**src/rtl/rv_buffered_interface_pkg.sv**
```systemverilog
// -----------------------------------------------------------------------------
// rv_buffered_if_pkg
// Shared helpers for the buffered ready-valid device interface:
//   ptr_width()      - FIFO pointer width for a given depth (log2(depth))
//   cnt_width()      - FIFO occupancy counter width (log2(depth)+1)
//   depth_is_legal() - depth must be a power of two and at least 2
// No ports (package).
// -----------------------------------------------------------------------------
package rv_buffered_if_pkg;

    localparam int unsigned DEFAULT_WIDTH = 32'd8;
    localparam int unsigned DEFAULT_DEPTH = 32'd4;

    function automatic int unsigned ptr_width(input int unsigned depth);
        return $clog2(depth);
    endfunction

    function automatic int unsigned cnt_width(input int unsigned depth);
        return $clog2(depth) + 32'd1;
    endfunction

    function automatic bit depth_is_legal(input int unsigned depth);
        return (depth >= 32'd2) && ((depth & (depth - 32'd1)) == 32'd0);
    endfunction

    // Depth legality of the default configuration, usable as a static check.
    localparam bit DEFAULT_DEPTH_LEGAL = depth_is_legal(DEFAULT_DEPTH);

endpackage

```
**src/rtl/rv_buffered_interface_if.sv**
```systemverilog
// -----------------------------------------------------------------------------
// rv_buffered_interface_if
// Bundles the system-side ready-valid bus and the device-side handshake of
// rv_buffered_interface.
//   slave  modport : view of the buffered interface block itself
//   master modport : view of the surrounding system/device (testbench)
// Optional status signals (WRITE_LEVEL_O, READ_LEVEL_O, OVERFLOW_O) exist only
// when RV_BUFFERED_IF_STATUS_EN is defined.
// -----------------------------------------------------------------------------
interface rv_buffered_interface_if #(
    parameter int unsigned WRITE_WIDTH = 32'd8,
    parameter int unsigned READ_WIDTH  = 32'd8
`ifdef RV_BUFFERED_IF_STATUS_EN
    ,
    parameter int unsigned WRITE_DEPTH = 32'd4,
    parameter int unsigned READ_DEPTH  = 32'd4
`endif
);
    // System side
    logic                   READ_READY_I;
    logic                   READ_VALID_O;
    logic [READ_WIDTH-1:0]  READ_DATA_O;
    logic                   WRITE_READY_O;
    logic                   WRITE_VALID_I;
    logic [WRITE_WIDTH-1:0] WRITE_DATA_I;
    // Device side
    logic                   READ_ENABLE_I;
    logic                   WRITE_ENABLE_I;
    logic                   UPDATE_O;
    logic [WRITE_WIDTH-1:0] DATA_O;
    logic                   DEV_READY_I;
    logic                   CHANGE_I;
    logic [READ_WIDTH-1:0]  DATA_I;
    logic                   READ_O;
`ifdef RV_BUFFERED_IF_STATUS_EN
    logic [rv_buffered_if_pkg::cnt_width(WRITE_DEPTH)-1:0] WRITE_LEVEL_O;
    logic [rv_buffered_if_pkg::cnt_width(READ_DEPTH)-1:0]  READ_LEVEL_O;
    logic                                                  OVERFLOW_O;
`endif

    modport slave (
        input  READ_READY_I, WRITE_VALID_I, WRITE_DATA_I,
        input  READ_ENABLE_I, WRITE_ENABLE_I, DEV_READY_I, CHANGE_I, DATA_I,
        output READ_VALID_O, READ_DATA_O, WRITE_READY_O,
`ifdef RV_BUFFERED_IF_STATUS_EN
        output WRITE_LEVEL_O, READ_LEVEL_O, OVERFLOW_O,
`endif
        output UPDATE_O, DATA_O, READ_O
    );

    modport master (
        output READ_READY_I, WRITE_VALID_I, WRITE_DATA_I,
        output READ_ENABLE_I, WRITE_ENABLE_I, DEV_READY_I, CHANGE_I, DATA_I,
        input  READ_VALID_O, READ_DATA_O, WRITE_READY_O,
`ifdef RV_BUFFERED_IF_STATUS_EN
        input  WRITE_LEVEL_O, READ_LEVEL_O, OVERFLOW_O,
`endif
        input  UPDATE_O, DATA_O, READ_O
    );

endinterface

```
**src/rtl/rv_buffered_interface_fifo.sv**
```systemverilog
// -----------------------------------------------------------------------------
// rv_sync_fifo
// Single-clock FIFO, no bypass: a word pushed in cycle n is visible at head_s
// from cycle n+1. Storage, pointers and count clear on asynchronous RST_I.
// Ports:
//   CLK_I, RST_I   clock (rising edge), asynchronous active-high reset
//   push_s         write push_data_s (ignored while full)
//   push_data_s    word to store
//   pop_s          drop the head word (ignored while empty)
//   full_s         registered count == DEPTH (a same-cycle pop frees nothing)
//   empty_s        registered count == 0
//   head_s         oldest stored word
//   count_s        occupancy, only with RV_BUFFERED_IF_STATUS_EN
// -----------------------------------------------------------------------------
module rv_sync_fifo
    import rv_buffered_if_pkg::*;
#(
    parameter int unsigned WIDTH = 32'd8,
    parameter int unsigned DEPTH = 32'd4
) (
    input  logic             CLK_I,
    input  logic             RST_I,
    input  logic             push_s,
    input  logic [WIDTH-1:0] push_data_s,
    input  logic             pop_s,
    output logic             full_s,
    output logic             empty_s,
    output logic [WIDTH-1:0] head_s
`ifdef RV_BUFFERED_IF_STATUS_EN
    ,
    output logic [cnt_width(DEPTH)-1:0] count_s
`endif
);
    localparam int unsigned PW = ptr_width(DEPTH);
    localparam int unsigned CW = cnt_width(DEPTH);

    logic [WIDTH-1:0] mem_r [DEPTH];
    logic [PW-1:0]    wr_ptr_r;
    logic [PW-1:0]    rd_ptr_r;
    logic [CW-1:0]    count_r;
    logic             do_push_s;
    logic             do_pop_s;

    // Status flags, guarded push/pop and head word.
    always_comb begin
        full_s    = (count_r == CW'(DEPTH));
        empty_s   = (count_r == {CW{1'b0}});
        do_push_s = push_s & ~full_s;
        do_pop_s  = pop_s & ~empty_s;
        head_s    = mem_r[rd_ptr_r];
    end

`ifdef RV_BUFFERED_IF_STATUS_EN
    // Occupancy is exported only for the status outputs.
    always_comb begin
        count_s = count_r;
    end
`endif

    // Storage, pointers (wrap modulo DEPTH) and occupancy counter.
    always_ff @(posedge CLK_I or posedge RST_I) begin
        if (RST_I) begin
            for (int unsigned i = 32'd0; i < DEPTH; i++) begin
                mem_r[i] <= {WIDTH{1'b0}};
            end
            wr_ptr_r <= {PW{1'b0}};
            rd_ptr_r <= {PW{1'b0}};
            count_r  <= {CW{1'b0}};
        end else begin
            if (do_push_s) begin
                mem_r[wr_ptr_r] <= push_data_s;
                wr_ptr_r        <= wr_ptr_r + PW'(1'b1);
            end
            if (do_pop_s) begin
                rd_ptr_r <= rd_ptr_r + PW'(1'b1);
            end
            case ({do_push_s, do_pop_s})
                2'b10:   count_r <= count_r + CW'(1'b1);
                2'b01:   count_r <= count_r - CW'(1'b1);
                default: count_r <= count_r;
            endcase
        end
    end

endmodule

```
**src/rtl/rv_buffered_interface.sv**
```systemverilog
// -----------------------------------------------------------------------------
// rv_buffered_interface
// Buffered ready-valid device interface. A write FIFO carries system words to
// the device (drained by DEV_READY_I); a read FIFO captures device data on
// CHANGE_I or, when empty, on a polled read.
// Ports:
//   CLK_I, RST_I  clock (rising edge), asynchronous active-high reset
//   bus           rv_buffered_interface_if.slave: system RV bus, device
//                 handshake, READ_O pulse (one cycle after a read pop)
// Configuration macro RV_BUFFERED_IF_STATUS_EN adds WRITE_LEVEL_O,
// READ_LEVEL_O and the sticky OVERFLOW_O (dropped CHANGE_I word).
// -----------------------------------------------------------------------------
module rv_buffered_interface
    import rv_buffered_if_pkg::*;
#(
    parameter int unsigned WRITE_WIDTH = 32'd8,
    parameter int unsigned READ_WIDTH  = 32'd8,
    parameter int unsigned WRITE_DEPTH = 32'd4,
    parameter int unsigned READ_DEPTH  = 32'd4
) (
    input  logic                    CLK_I,
    input  logic                    RST_I,
    rv_buffered_interface_if.slave  bus
);
    logic                   wfull_s;
    logic                   wempty_s;
    logic [WRITE_WIDTH-1:0] whead_s;
    logic                   write_ready_s;
    logic                   wpush_s;
    logic                   wpop_s;

    logic                   rfull_s;
    logic                   rempty_s;
    logic [READ_WIDTH-1:0]  rhead_s;
    logic                   poll_s;
    logic                   capture_s;
    logic                   rpop_s;
    logic                   read_o_r;

    // Handshake glue for both directions.
    always_comb begin
        // Ready is held low during reset so nothing is accepted into a FIFO
        // that is being cleared.
        write_ready_s = ~RST_I & bus.WRITE_ENABLE_I & ~wfull_s;
        wpush_s       = bus.WRITE_VALID_I & write_ready_s;
        wpop_s        = ~wempty_s & bus.DEV_READY_I;
        // A poll only fetches when nothing is waiting, so one poll yields
        // exactly one word.
        poll_s        = bus.READ_ENABLE_I & bus.READ_READY_I & rempty_s;
        capture_s     = (bus.CHANGE_I | poll_s) & ~rfull_s;
        rpop_s        = ~rempty_s & bus.READ_READY_I;
    end

    rv_sync_fifo #(
        .WIDTH (WRITE_WIDTH),
        .DEPTH (WRITE_DEPTH)
    ) u_write_fifo (
        .CLK_I       (CLK_I),
        .RST_I       (RST_I),
        .push_s      (wpush_s),
        .push_data_s (bus.WRITE_DATA_I),
        .pop_s       (wpop_s),
        .full_s      (wfull_s),
        .empty_s     (wempty_s),
        .head_s      (whead_s)
`ifdef RV_BUFFERED_IF_STATUS_EN
        ,
        .count_s     (bus.WRITE_LEVEL_O)
`endif
    );

    rv_sync_fifo #(
        .WIDTH (READ_WIDTH),
        .DEPTH (READ_DEPTH)
    ) u_read_fifo (
        .CLK_I       (CLK_I),
        .RST_I       (RST_I),
        .push_s      (capture_s),
        .push_data_s (bus.DATA_I),
        .pop_s       (rpop_s),
        .full_s      (rfull_s),
        .empty_s     (rempty_s),
        .head_s      (rhead_s)
`ifdef RV_BUFFERED_IF_STATUS_EN
        ,
        .count_s     (bus.READ_LEVEL_O)
`endif
    );

    // One-cycle READ_O pulse following every read-FIFO pop.
    always_ff @(posedge CLK_I or posedge RST_I) begin
        if (RST_I) begin
            read_o_r <= 1'b0;
        end else begin
            read_o_r <= rpop_s;
        end
    end

`ifdef RV_BUFFERED_IF_STATUS_EN
    logic overflow_r;

    // Sticky overflow: a CHANGE_I word arrived while the read FIFO was full.
    always_ff @(posedge CLK_I or posedge RST_I) begin
        if (RST_I) begin
            overflow_r <= 1'b0;
        end else begin
            overflow_r <= overflow_r | (bus.CHANGE_I & rfull_s);
        end
    end

    // Drive the status flag onto the bus.
    always_comb begin
        bus.OVERFLOW_O = overflow_r;
    end
`endif

    // Drive the interface outputs.
    always_comb begin
        bus.WRITE_READY_O = write_ready_s;
        bus.UPDATE_O      = ~wempty_s;
        bus.DATA_O        = whead_s;
        bus.READ_VALID_O  = ~rempty_s;
        bus.READ_DATA_O   = rhead_s;
        bus.READ_O        = read_o_r;
    end

endmodule

```
**src/flat_wrapper.sv**
```systemverilog
// flat-port wrapper written by rule: the top's interface ports become plain ports
module rv_buffered_interface_flat import rv_buffered_if_pkg::*;
#(
    parameter int unsigned WRITE_WIDTH = 32'd8,
    parameter int unsigned READ_WIDTH  = 32'd8,
    parameter int unsigned WRITE_DEPTH = 32'd4,
    parameter int unsigned READ_DEPTH  = 32'd4
)
  (CLK_I, RST_I, bus_READ_READY_I, bus_WRITE_VALID_I, bus_WRITE_DATA_I, bus_READ_ENABLE_I, bus_WRITE_ENABLE_I, bus_DEV_READY_I, bus_CHANGE_I, bus_DATA_I, bus_READ_VALID_O, bus_READ_DATA_O, bus_WRITE_READY_O, bus_UPDATE_O, bus_DATA_O, bus_READ_O);
  rv_buffered_interface_if #(.WRITE_WIDTH(WRITE_WIDTH), .READ_WIDTH(READ_WIDTH)) bus_i ();
  input  logic CLK_I;
  input  logic RST_I;
  input wire logic [$bits(bus_i.READ_READY_I)-1:0] bus_READ_READY_I;
  input wire logic [$bits(bus_i.WRITE_VALID_I)-1:0] bus_WRITE_VALID_I;
  input wire logic [$bits(bus_i.WRITE_DATA_I)-1:0] bus_WRITE_DATA_I;
  input wire logic [$bits(bus_i.READ_ENABLE_I)-1:0] bus_READ_ENABLE_I;
  input wire logic [$bits(bus_i.WRITE_ENABLE_I)-1:0] bus_WRITE_ENABLE_I;
  input wire logic [$bits(bus_i.DEV_READY_I)-1:0] bus_DEV_READY_I;
  input wire logic [$bits(bus_i.CHANGE_I)-1:0] bus_CHANGE_I;
  input wire logic [$bits(bus_i.DATA_I)-1:0] bus_DATA_I;
  output wire logic [$bits(bus_i.READ_VALID_O)-1:0] bus_READ_VALID_O;
  output wire logic [$bits(bus_i.READ_DATA_O)-1:0] bus_READ_DATA_O;
  output wire logic [$bits(bus_i.WRITE_READY_O)-1:0] bus_WRITE_READY_O;
  output wire logic [$bits(bus_i.UPDATE_O)-1:0] bus_UPDATE_O;
  output wire logic [$bits(bus_i.DATA_O)-1:0] bus_DATA_O;
  output wire logic [$bits(bus_i.READ_O)-1:0] bus_READ_O;
  assign bus_i.READ_READY_I = bus_READ_READY_I;
  assign bus_i.WRITE_VALID_I = bus_WRITE_VALID_I;
  assign bus_i.WRITE_DATA_I = bus_WRITE_DATA_I;
  assign bus_i.READ_ENABLE_I = bus_READ_ENABLE_I;
  assign bus_i.WRITE_ENABLE_I = bus_WRITE_ENABLE_I;
  assign bus_i.DEV_READY_I = bus_DEV_READY_I;
  assign bus_i.CHANGE_I = bus_CHANGE_I;
  assign bus_i.DATA_I = bus_DATA_I;
  assign bus_READ_VALID_O = bus_i.READ_VALID_O;
  assign bus_READ_DATA_O = bus_i.READ_DATA_O;
  assign bus_WRITE_READY_O = bus_i.WRITE_READY_O;
  assign bus_UPDATE_O = bus_i.UPDATE_O;
  assign bus_DATA_O = bus_i.DATA_O;
  assign bus_READ_O = bus_i.READ_O;
  rv_buffered_interface #(.WRITE_WIDTH(WRITE_WIDTH), .READ_WIDTH(READ_WIDTH), .WRITE_DEPTH(WRITE_DEPTH), .READ_DEPTH(READ_DEPTH)) u_core (.CLK_I(CLK_I), .RST_I(RST_I), .bus(bus_i));
endmodule
```
**config.mk**
```make
export PLATFORM = sky130hd
export DESIGN_NAME = rv_buffered_interface_flat
export DESIGN_NICKNAME = d
export VERILOG_FILES = /design/src/rtl/rv_buffered_interface_pkg.sv /design/src/rtl/rv_buffered_interface_if.sv /design/src/rtl/rv_buffered_interface_fifo.sv /design/src/rtl/rv_buffered_interface.sv /design/src/flat_wrapper.sv
export SDC_FILE = /design/constraint.sdc
export NUM_CORES = 1
export LEC_CHECK = 0
export BUFFER_PORTS_ARGS = -buffer_cell sky130_fd_sc_hd__clkbuf_2
export CAP_MARGIN = 25
export CORE_MARGIN = 4
export CORE_UTILIZATION = 25
export DETAILED_ROUTE_END_ITERATION = 8
export GPL_TIMING_DRIVEN = 0
export PLACE_DENSITY = 0.46
export SKIP_LAST_GASP = 1
export SYNTH_ARGS = -nofsm -noshare
export SYNTH_HDL_FRONTEND = slang
export SYNTH_SLANG_ARGS = --single-unit
```
**constraint.sdc**
```tcl
create_clock -name CLK_I -period 2.95 [get_ports CLK_I]
set_input_delay 0.295 -clock CLK_I [delete_from_list [all_inputs] [get_ports CLK_I]]
set_output_delay 0.295 -clock CLK_I [all_outputs]
set_load 0.03 [all_outputs]
```
==> run summary, run 1 <==
Status: completed
Overall power: 5.59 mW
Slew Limit Fails: 0
Final setup viols: 0
Arr. time, crit path: 2600 ps
Synth Instances: 234
Syn. warnings: 0
Postcts setup bufs: 0
Clock buffer depth: 2
Cts bufs inserted: 9
Final worst-path cycle share: 80.7%
Hold Path Depth: 2
Power per cell area: 1220 mW/mm2
Headroom to the max-slew limit: 43.8%
Top post-synthesis cells by area: dfrtp_1, mux2_2, mux4_2, ha_1, mux2_4
RSZ-0062 raised after global routing: no
Crit Reg-Reg Startpoint: u_core.u_write_fifo.count_r[1]$_DFFE_PP0P_
Fraction of layout cells with a size suffix above 1: 54.1%
Multi-input logic area: 0.00168 mm2
Final WL: 7360 um
DP Area: 0.00422 mm2
Worst Reg-to-Reg Cells: 9
Ant. Diodes: 0
Total number of vias: 2057
Die Area: 0.0170 mm2
Post-synth top cells: dfrtp_1, mux2_2, mux4_2
Final hold slack: 234 ps
Layout Nets: 325
Worst slack, placed: 563 ps
Worst Setup Path Type: input pin to flop
Initial antenna violation count: 0
Fmax: 420 MHz
Setup TNS: 0 ps
Data required, critical path: 3170 ps
Hold Path Class: input pin to flop
Core ar.: 0.0146 mm2
Max-cap violations: 0
Top FF cell, synth: dfrtp_1
Part of the power in registers: 34.4%
Final Cell Area: 0.00456 mm2
Max FO, Critical Path: 6
Register clock-pin slew on the reported worst setup and hold paths: 60 ps
CTS tree: built
Mapped Nets: 270
Post-synth top area share: 52.7%
Biggest cell delay along the critical path: 530 ps
Hold path start: bus_DATA_I[0]
Die W: 130 um
Clk_skew: 6.20 ps
Hpwl dp: 5080 um
Reg2Reg Setup Slack: 600 ps
Clk network pwr share: 21.9%
Synth async-reset ratio: 100%
Post-Layout Cell Count: 478
Via density: 4.30
Initial core utilization: 25.7%
Post-DRT Antenna Nets: 0
Critical R2R Capture: u_core.u_write_fifo.count_r[2]$_DFFE_PP0P_
Critical Path Sink Type: flop
GPL Wtd Cong: 0.697
Actual slew at the worst max-slew pin: 838 ps
Slowest CP cell: dlygate4sd3_1
First-pass GRT wire length: 12400 um
Yosys cell types: 27
GRT Util Overall: 9.69%
DIE HEIGHT: 130 um
Switch share: 35.5%
Final core occ: 31.3%
Final Hold Vio Count: 0
Count leader, synth: dfrtp_1
# IOs: 44
Register Area: 0.00198 mm2
Pre-antenna DRT Iters: 2
Vias in the first global route: 2349
Flops & latches, synth: 79
Clk_lat worst skew: 340 ps
Largest area contributor in the netlist: dfrtp_1
Post-cts resize count: 0
Clock sink count: 79
DRC viols: 0
CP cell instances: dlygate4sd3_1 -> clkbuf_2 -> nand2b_1 -> buf_4 -> nor3b_1 -> inv_1 -> ha_1 -> inv_1 -> fa_1 -> xor2_1 -> nor2_1 -> xor2_1
Psw: 1.98 mW
GRT overflow: 0
Worst VDD drop: 0.544 mV
Area Overhead vs Synth: 21.7%
Clock root buffer: clkbuf_16
P_leak: 2.01 nW
Port buffer count: 42
Detailed Route Iter0 Violations: 35
Rows: 44
Placed cell count: 461
Internal: 3.60 mW
Mean Syn Cell Area: 16.0 um2
Htree depth: 3
Post-synth EDFFs: 0
Mapped cell area: 0.00375 mm2
Sequential cell area fraction in the yosys report: 52.7%
Largest net degree at the start of global routing: 63
Hold-critical path endpoint: u_core.u_read_fifo.mem_r[24]$_DFFE_PP0P_
Fillers: 1457
PnR worst setup slack: 570 ps
Crit start category: input pin
Combinational share of power: 43.6%
Drt wl/cell: 15.4 um
Tmin final: 2380 ps
-- logic make-up after synthesis --
kind of cell / synth area share, %
AO/OA/AOI/OAI: 2.97
AND/OR/NAND/NOR: 3.74
multiplexers: 30.8
adder cells (fa/ha/maj): 4.40
buffers and inverters: 2.60
XOR/XNOR: 2.80
flip-flops: 52.7
-- metal layers --
layer / vias up / global-route usage [%] / part of all wire (%)
met5: - / 0 / 0
met4: 0 / 3.99 / 2.0
met3: 12 / 3.86 / 6.1
met2: 40 / 16.5 / 51
met1: 1042 / 10.9 / 41
li1: 963 / - / -
-- area by class of cell --
class / instances / share of cell area [%]
inverters: 12 / 1.04
flip-flops and latches: 79 / 43.3
repair buffers: 44 / 5.43
plain buffers: 8 / 1.15
multi-input cells: 135 / 36.7
clock buffers: 11 / 5.54
well taps: 184 / 5.05
clock inverters: 5 / 1.75
-- power groups by stage --
stage,Combinational (mW),Sequential (mW),Clock (mW)
global placement,2.45,1.92,0
floorplan,1.99,1.85,0
global route,2.67,2.00,1.31
CTS,2.51,1.93,1.28
finish,2.44,1.92,1.22
detailed placement,2.51,1.94,0
-- registers in the layout, indices dropped and copies added, names as in the netlist --
| register | count |
|---|---|
| u_core.u_write_fifo.wr_ptr_r | 2 |
| u_core.u_read_fifo.mem_r | 32 |
| u_core.bus.READ_O | 1 |
| u_core.u_read_fifo.rd_ptr_r | 2 |
| u_core.u_write_fifo.mem_r | 32 |
| u_core.u_read_fifo.count_r | 3 |
| u_core.u_write_fifo.rd_ptr_r | 2 |
| u_core.u_write_fifo.count_r | 3 |
| u_core.u_read_fifo.wr_ptr_r | 2 |
-- how the worst max path moves through the flow --
stage	start	to	slack, ps	cells after the start
final	RST_I	u_core.u_write_fifo.count_r[2]$_DFFE_PP0P_	570	12
after global routing	RST_I	u_core.u_write_fifo.count_r[2]$_DFFE_PP0P_	400	12
after CTS	RST_I	u_core.u_write_fifo.count_r[1]$_DFFE_PP0P_	540	10
after detailed placement	u_core.u_write_fifo.count_r[1]$_DFFE_PP0P_	u_core.u_write_fifo.count_r[2]$_DFFE_PP0P_	560	9
after global placement	RST_I	u_core.u_read_fifo.mem_r[11]$_DFFE_PP0P_	-510	2
after floorplan	RST_I	u_core.bus.READ_O$_DFF_PP0_	630	1
-- worst max-delay path, delay by kind of cell --
kind,cells,cell delay [ps]
buffers and inverters,5,990
and+or+nand+nor,3,610
adders and majority gates,2,410
xor gates and xnor gates,2,290
-- cell usage in the layout, fill, tap and decap left out, drive strengths merged --
cell type	instances
buf	9
bufinv	2
inv	12
dfrtp	79
or3b	1
o21ai	1
mux4	16
o31a	2
nor3b	2
clkinv	1
fa	2
mux2i	2
o211ai	4
clkinvlp	2
or3	2
ha	10
mux2	66
and4bb	1
nor2	3
nor3	4
nand2	6
nand2b	1
xnor2	6
xor2	6
clkbuf	53
dlygate4sd3	1
-- timing repair --
item | CTS | global route
endpoints found under the hold margin | 17 | 0
endpoints found under the setup margin | 0 | 0
hold buffers | 1 | 0
No activity file was read; power rests on OpenSTA's default activity.
==> run 2, diff against run 1 <==
--- a/config.mk
+++ b/config.mk
@@ -11,7 +11,7 @@
 export CORE_UTILIZATION = 25
 export DETAILED_ROUTE_END_ITERATION = 8
 export GPL_TIMING_DRIVEN = 0
-export PLACE_DENSITY = 0.46
+export PLACE_DENSITY = 0.47
 export SKIP_LAST_GASP = 1
 export SYNTH_ARGS = -nofsm -noshare
 export SYNTH_HDL_FRONTEND = slang
==> constraint.sdc (replaced) <==
create_clock -name CLK_I -period 2.1 [get_ports CLK_I]
set_input_delay 0.21 -clock CLK_I [delete_from_list [all_inputs] [get_ports CLK_I]]
set_output_delay 0.21 -clock CLK_I [all_outputs]
set_load 0.03 [all_outputs]
==> run 2 against run 1 <==
Final cell count is 1.3% higher. Total power is 43% higher. Highest routed layer unchanged. Register-to-register slack worse by 500 ps. Worst hold slack worse by 75 ps. Critical path type is now flop to flop. Largest power group unchanged. Critical path depth is 4 lower. Design area is 2.2% higher. Critical endpoint is now u_core.u_read_fifo.count_r[2]$_DFFE_PP0P_. Sequential power is 43% higher. Wire length is 2.4% higher. First-iteration DRC count is 14% higher.
==> run summary, run 2 (synthesized netlist as in run 1, its figures left out) <==
Max-cap violations: 0
Final setup viols: 0
Fmax: 501 MHz
Critical Path Sink Type: flop
Port buffer count: 42
Hpwl dp: 5200 um
GRT overflow: 0
Rows: 44
Power per cell area: 1710 mW/mm2
# IOs: 44
Cts bufs inserted: 9
Die W: 130 um
Setup TNS: 0 ps
Final worst-path cycle share: 95.1%
Cell family with most CP delay: simple AND/OR/NAND/NOR gates
P_leak: 2.06 nW
Clock root buffer: clkbuf_16
Overall power: 7.97 mW
Headroom to the max-slew limit: 45.5%
CP dominant cell by count: xor2_1
Data required, critical path: 2350 ps
Actual slew at the worst max-slew pin: 812 ps
Detailed Route Iter0 Violations: 40
DIE HEIGHT: 130 um
Worst VDD drop: 0.653 mV
Max FO, Critical Path: 5
Htree depth: 3
Most frequent cells in the layout: dfrtp_1, mux2_2, clkbuf_2, mux4_2, inv_1
Biggest cell delay along the critical path: 430 ps
Worst Setup Path Type: flop to flop
Hold Path Class: input pin to flop
GPL Wtd Cong: 0.697
Post-Layout Cell Count: 484
Drt wl/cell: 15.6 um
Tmin final: 2000 ps
Initial core utilization: 25.7%
Slew Limit Fails: 0
Ant. Diodes: 0
Clk_lat worst skew: 330 ps
Register clock-pin slew on the reported worst setup and hold paths: 60 ps
Largest net degree at the start of global routing: 42
Vias in the first global route: 2338
Fraction of layout cells with a size suffix above 1: 57.0%
Largest regs: u_core.u_read_fifo.mem_r: 32 flops, u_core.u_write_fifo.mem_r: 32 flops
Buf/Inv on CP: 1
Crit start category: flop
Final Cell Area: 0.00466 mm2
DP Area: 0.00426 mm2
Core ar.: 0.0146 mm2
Final Hold Vio Count: 0
Clock buffer depth: 2
GRT Util Overall: 9.66%
CP cell instances: or3b_4 -> o21ai_4 -> ha_4 -> inv_1 -> fa_2 -> xor2_1 -> nor2_1 -> xor2_1
Final WL: 7540 um
Area Overhead vs Synth: 24.4%
Leading cell type in the layout, fill and taps excluded: dfrtp_1
Placed cell count: 462
Pre-antenna DRT Iters: 4
First-pass GRT wire length: 12500 um
Layout Nets: 331
RSZ-0062 raised after global routing: no
Arr. time, crit path: 2250 ps
Slowest CP cell: or3b_4
Final core occ: 32.0%
Clock sink count: 79
DRC viols: 0
Status: completed
Total number of vias: 2107
CTS tree: built
Die Area: 0.0170 mm2
Via density: 4.35
Clk_skew: 6.05 ps
Post-DRT Antenna Nets: 0
Initial antenna violation count: 0
Fillers: 1458
[run 2: repair_timing]
item	CTS	global route
pin swaps	5	4
endpoints found under the setup margin	2	5
resized for setup	1	4
setup buffers	4	3
hold endpoints to repair	17	0
gates cloned	0	0
hold buffers	1	0
[run 2: worst paths after layout]
| check | start | to | slack (ps) | cells after the start |
|---|---|---|---|---|
| max | u_core.u_read_fifo.count_r[1]$_DFFE_PP0P_ | u_core.u_read_fifo.count_r[2]$_DFFE_PP0P_ | 100 | 8 |
| min | bus_DATA_I[1] | u_core.u_read_fifo.mem_r[25]$_DFFE_PP0P_ | 160 | 2 |
| max reg2reg | u_core.u_read_fifo.count_r[1]$_DFFE_PP0P_ | u_core.u_read_fifo.count_r[2]$_DFFE_PP0P_ | 100 | 8 |
| min reg2reg | u_core.u_read_fifo.count_r[2]$_DFFE_PP0P_ | u_core.u_read_fifo.count_r[2]$_DFFE_PP0P_ | 500 | 1 |
| max in group asynchronous | RST_I | u_core.u_read_fifo.mem_r[16]$_DFFE_PP0P_ | 880 | 5 |
| min in group asynchronous | RST_I | u_core.u_write_fifo.mem_r[31]$_DFFE_PP0P_ | 480 | 3 |
[run 2: cell type report]
class | count | area (um2) | share of cell area (%)
Clock inverter | 5 | 78.8 | 1.69
Clock buffer | 11 | 253 | 5.42
Multi-Input combinational cell | 135 | 1710 | 36.7
Tap cell | 184 | 230 | 4.94
Buffer | 6 | 43.8 | 0.939
Sequential cell | 79 | 1980 | 42.4
Timing Repair Buffer | 52 | 320 | 6.87
Inverter | 12 | 48.8 | 1.05
[run 2: power breakdown]
group,total [mW],switching (mW),internal (mW),leakage (nW)
registers,2.74,0.448,2.29,0.949
clock network,1.71,0.607,1.11,0.166
logic,3.51,1.77,1.75,0.942
[run 2: per-stage QoR]
| step | setup WS (ps) | hold WS, ps |
|---|---|---|
| 2_1_floorplan | 9.48 | 359 |
| 3_3_place_gp | -125 | 483 |
| 3_5_place_dp | -126 | 269 |
| 4_1_cts | 22.3 | 145 |
| 5_1_grt | 4.56 | 152 |
| 6_report | 103 | 160 |
[run 2: metal layers]
metal / up-vias / track usage, % / wire, um
met5: - / 0 / 0
met4: 0 / 2.54 / 74
met3: 7 / 3.13 / 355
met2: 42 / 16.4 / 3850
met1: 1094 / 11.9 / 3260
li1: 964 / - / -
[run 2: worst reg2reg max path, stage by stage, from the launching register on]
cell and delay [ps]:
dfrtp_1 410, or3b_4 430, o21ai_4 90, ha_4 160
inv_1 50, fa_2 350, xor2_1 140, nor2_1 130
xor2_1 150
==> run 3, diff against run 2 <==
--- a/config.mk
+++ b/config.mk
@@ -5,13 +5,16 @@
 export SDC_FILE = /design/constraint.sdc
 export NUM_CORES = 1
 export LEC_CHECK = 0
+export ABC_AREA = 1
 export BUFFER_PORTS_ARGS = -buffer_cell sky130_fd_sc_hd__clkbuf_2
 export CAP_MARGIN = 25
+export CELL_PAD_IN_SITES_DETAIL_PLACEMENT = 1
+export CELL_PAD_IN_SITES_GLOBAL_PLACEMENT = 1
 export CORE_MARGIN = 4
 export CORE_UTILIZATION = 25
 export DETAILED_ROUTE_END_ITERATION = 8
 export GPL_TIMING_DRIVEN = 0
-export PLACE_DENSITY = 0.47
+export PLACE_DENSITY = 0.57
 export SKIP_LAST_GASP = 1
 export SYNTH_ARGS = -nofsm -noshare
 export SYNTH_HDL_FRONTEND = slang
==> run 3 against run 2 <==
The flow now finishes with violations (setup timing). Area after synthesis is 7.4% higher. Highest routed layer unchanged. Sequential share of layout area is 2.8 points lower. Sequential power barely moved. First-iteration DRC count rose to 3.9 times the previous value. Final cell count increased by 56%. Core utilization decreased by 0.44 points. Largest power group unchanged. Flip-flop and latch count did not move. Critical path type unchanged. Synthesized cell count up 100%. Critical endpoint unchanged. Die area is 6.9% higher. Register-to-register slack got worse by 120 ps.
==> run summary, run 3 <==
Mapped cell area: 0.00403 mm2
Crit start category: flop
Fraction of layout cells with a size suffix above 1: 21.5%
Post-synth top area share: 49.1%
Data required, critical path: 2370 ps
Htree depth: 3
Hpwl dp: 8940 um
Tmin final: 2120 ps
Final Cell Area: 0.00499 mm2
Fillers: 1890
Worst Setup Path Type: flop to flop
Largest regs: u_core.u_read_fifo.mem_r: 32 flops, u_core.u_write_fifo.mem_r: 32 flops
Ant. Diodes: 0
Core ar.: 0.0158 mm2
Synth Instances: 471
Max FO, Critical Path: 10
Critical Path Sink Type: flop
Arr. time, crit path: 2380 ps
Final hold slack: 16.7 ps
P_leak: 2.51 nW
Failing checks: setup timing
Post-synth EDFFs: 0
Final Hold Vio Count: 0
Initial core utilization: 25.4%
Rows: 46
First-pass GRT wire length: 20300 um
Worst VDD drop: 0.662 mV
Drt wl/cell: 16.0 um
Cell family with most CP delay: simple AND/OR/NAND/NOR gates
Clk_skew: 8.06 ps
Actual slew at the worst max-slew pin: 543 ps
Yosys cell types: 25
Leading cell type in the layout, fill and taps excluded: nand2_1
DP Area: 0.00458 mm2
Buf/Inv on CP: 2
CP cell instances: nor2_4 -> nand2_2 -> buf_8 -> nand2_2 -> ha_1 -> inv_2 -> fa_2 -> or2_2 -> nand2_1 -> xor2_1
Via density: 4.74
Post-Layout Cell Count: 755
Syn. warnings: 0
DIE HEIGHT: 135 um
Count leader, synth: nand2_1
Mapped Nets: 507
Slowest CP cell: dfrtp_1
Placed cell count: 732
Pre-antenna DRT Iters: 4
Overall power: 8.36 mW
Setup TNS: -15.8 ps
Sequential cell area fraction in the yosys report: 49.1%
Detailed Route Iter0 Violations: 157
Vias in the first global route: 3892
Top FF cell, synth: dfrtp_1
Clock sink count: 79
Die W: 135 um
Most frequent cells in the layout: nand2_1, dfrtp_1, nand4_1, clkbuf_2, o21ai_0
Biggest cell delay along the critical path: 420 ps
Port buffer count: 43
Status: finished, violations left
GPL Wtd Cong: 0.790
Final setup viols: 1
Die Area: 0.0182 mm2
Post-DRT Antenna Nets: 0
Largest area contributor in the netlist: dfrtp_1
Total number of vias: 3581
RSZ-0062 raised after global routing: yes
Post-synth top cells: nand2_1, dfrtp_1, nand4_1
Max-cap violations: 0
Clock root buffer: clkbuf_16
# IOs: 44
Mean Syn Cell Area: 8.55 um2
Crit Reg-Reg Startpoint: u_core.u_read_fifo.count_r[1]$_DFFE_PP0P_
GRT overflow: 0
GRT Util Overall: 14.2%
Worst Reg-to-Reg Cells: 10
Synth async-reset ratio: 100%
PnR worst setup slack: -15.8 ps
Final worst-path cycle share: 101%
Stages on the worst setup path: 10
Clk_lat worst skew: 350 ps
Top post-synthesis cells by area: dfrtp_1, nand2_1, nand4_1, o21ai_0, ha_1
Initial antenna violation count: 0
Cts bufs inserted: 9
Power per cell area: 1680 mW/mm2
DRC viols: 0
Clock buffer depth: 2
CTS tree: built
Headroom to the max-slew limit: 63.8%
Largest net degree at the start of global routing: 31
Layout Nets: 570
Critical Path Start: u_core.u_read_fifo.count_r[1]$_DFFE_PP0P_
Final WL: 12100 um
CP dominant cell by count: nand2_2
Area Overhead vs Synth: 24.0%
Flops & latches, synth: 79
Register clock-pin slew on the reported worst setup and hold paths: 70 ps
Hold Path Class: input pin to asynchronous set/reset pin
Fmax: 473 MHz
Slew Limit Fails: 0
==> run 3: area by class of cell <==
type	instances	area (um2)	area share, %
sequential	79	1980	39.6
multi-input combinational	341	1810	36.3
timing repair buffer	51	318	6.37
tap	216	270	5.41
clock buffer	12	267	5.34
buffer	29	199	3.99
inverter	22	90.1	1.80
clock inverter	4	52.6	1.05
timing repair inverter	1	5.00	0.100
==> run 3: kinds of logic (layout without fill, tap and decap cells) <==
logic type                 Yosys count  count (layout)  share of synthesized area [%]
DFF                                 79              79                           49.1
AOI/OAI and AO/OA                   55              55                           7.61
xor gates and xnor gates             6               6                           1.31
and+or+nand+nor                    268             268                           31.3
buffers and inverters               51             119                           6.62
adders and majority gates           12              12                           4.10
==> run 3: metal layers <==
| metal | GRT usage (%) | share of wire [%] |
|---|---|---|
| met1 | 17.5 | 46 |
| met2 | 24.1 | 48 |
| met3 | 4.02 | 4.3 |
| met4 | 4.47 | 1.2 |
| met5 | 0 | 0 |
==> run 3: path summary, 6_finish.rpt <==
path	to	slack (ps)
setup reg to reg	u_core.u_read_fifo.count_r[2]$_DFFE_PP0P_	-20
setup / recovery	u_core.u_read_fifo.count_r[2]$_DFFE_PP0P_	-20
hold / removal	u_core.u_read_fifo.wr_ptr_r[0]$_DFFE_PP0P_	20
min in group CLK_I	u_core.u_write_fifo.mem_r[20]$_DFFE_PP0P_	160
hold reg to reg	u_core.u_read_fifo.mem_r[23]$_DFFE_PP0P_	470
max in group asynchronous	u_core.u_read_fifo.mem_r[1]$_DFFE_PP0P_	1190
==> run 3: timing repair <==
action / CTS / global route
hold buffers: 3 / 0
setup endpoints to repair: 13 / 9
gates resized for setup: 6 / 6
buffers inserted: 1 / 2
endpoints found under the hold margin: 20 / 0
pin swaps: 0 / 2
gates cloned: 1 / 0
==> run 3: where the power goes <==
group	total, mW	switching (mW)	internal (mW)
registers	2.73	0.489	2.24
clock network	1.69	0.669	1.02
logic	3.94	2.65	1.29
total	8.36	3.81	4.56
==> run 3: metrics by stage <==
step / setup WS (ps) / utilization [%]
CTS: -94.1 / 31.4
floorplan: -734 / -
detailed placement: -488 / 28.9
global route: -115 / 31.5
finish: -15.8 / 31.5
global placement: -1600 / 28.7
==> run 3: worst register-to-register path, stage by stage, from the launching register on <==
cell	delay, ps
dfrtp_1	420
nor2_4	150
nand2_2	80
buf_8	150
nand2_2	90
ha_1	170
inv_2	60
fa_2	380
or2_2	300
nand2_1	80
xor2_1	150
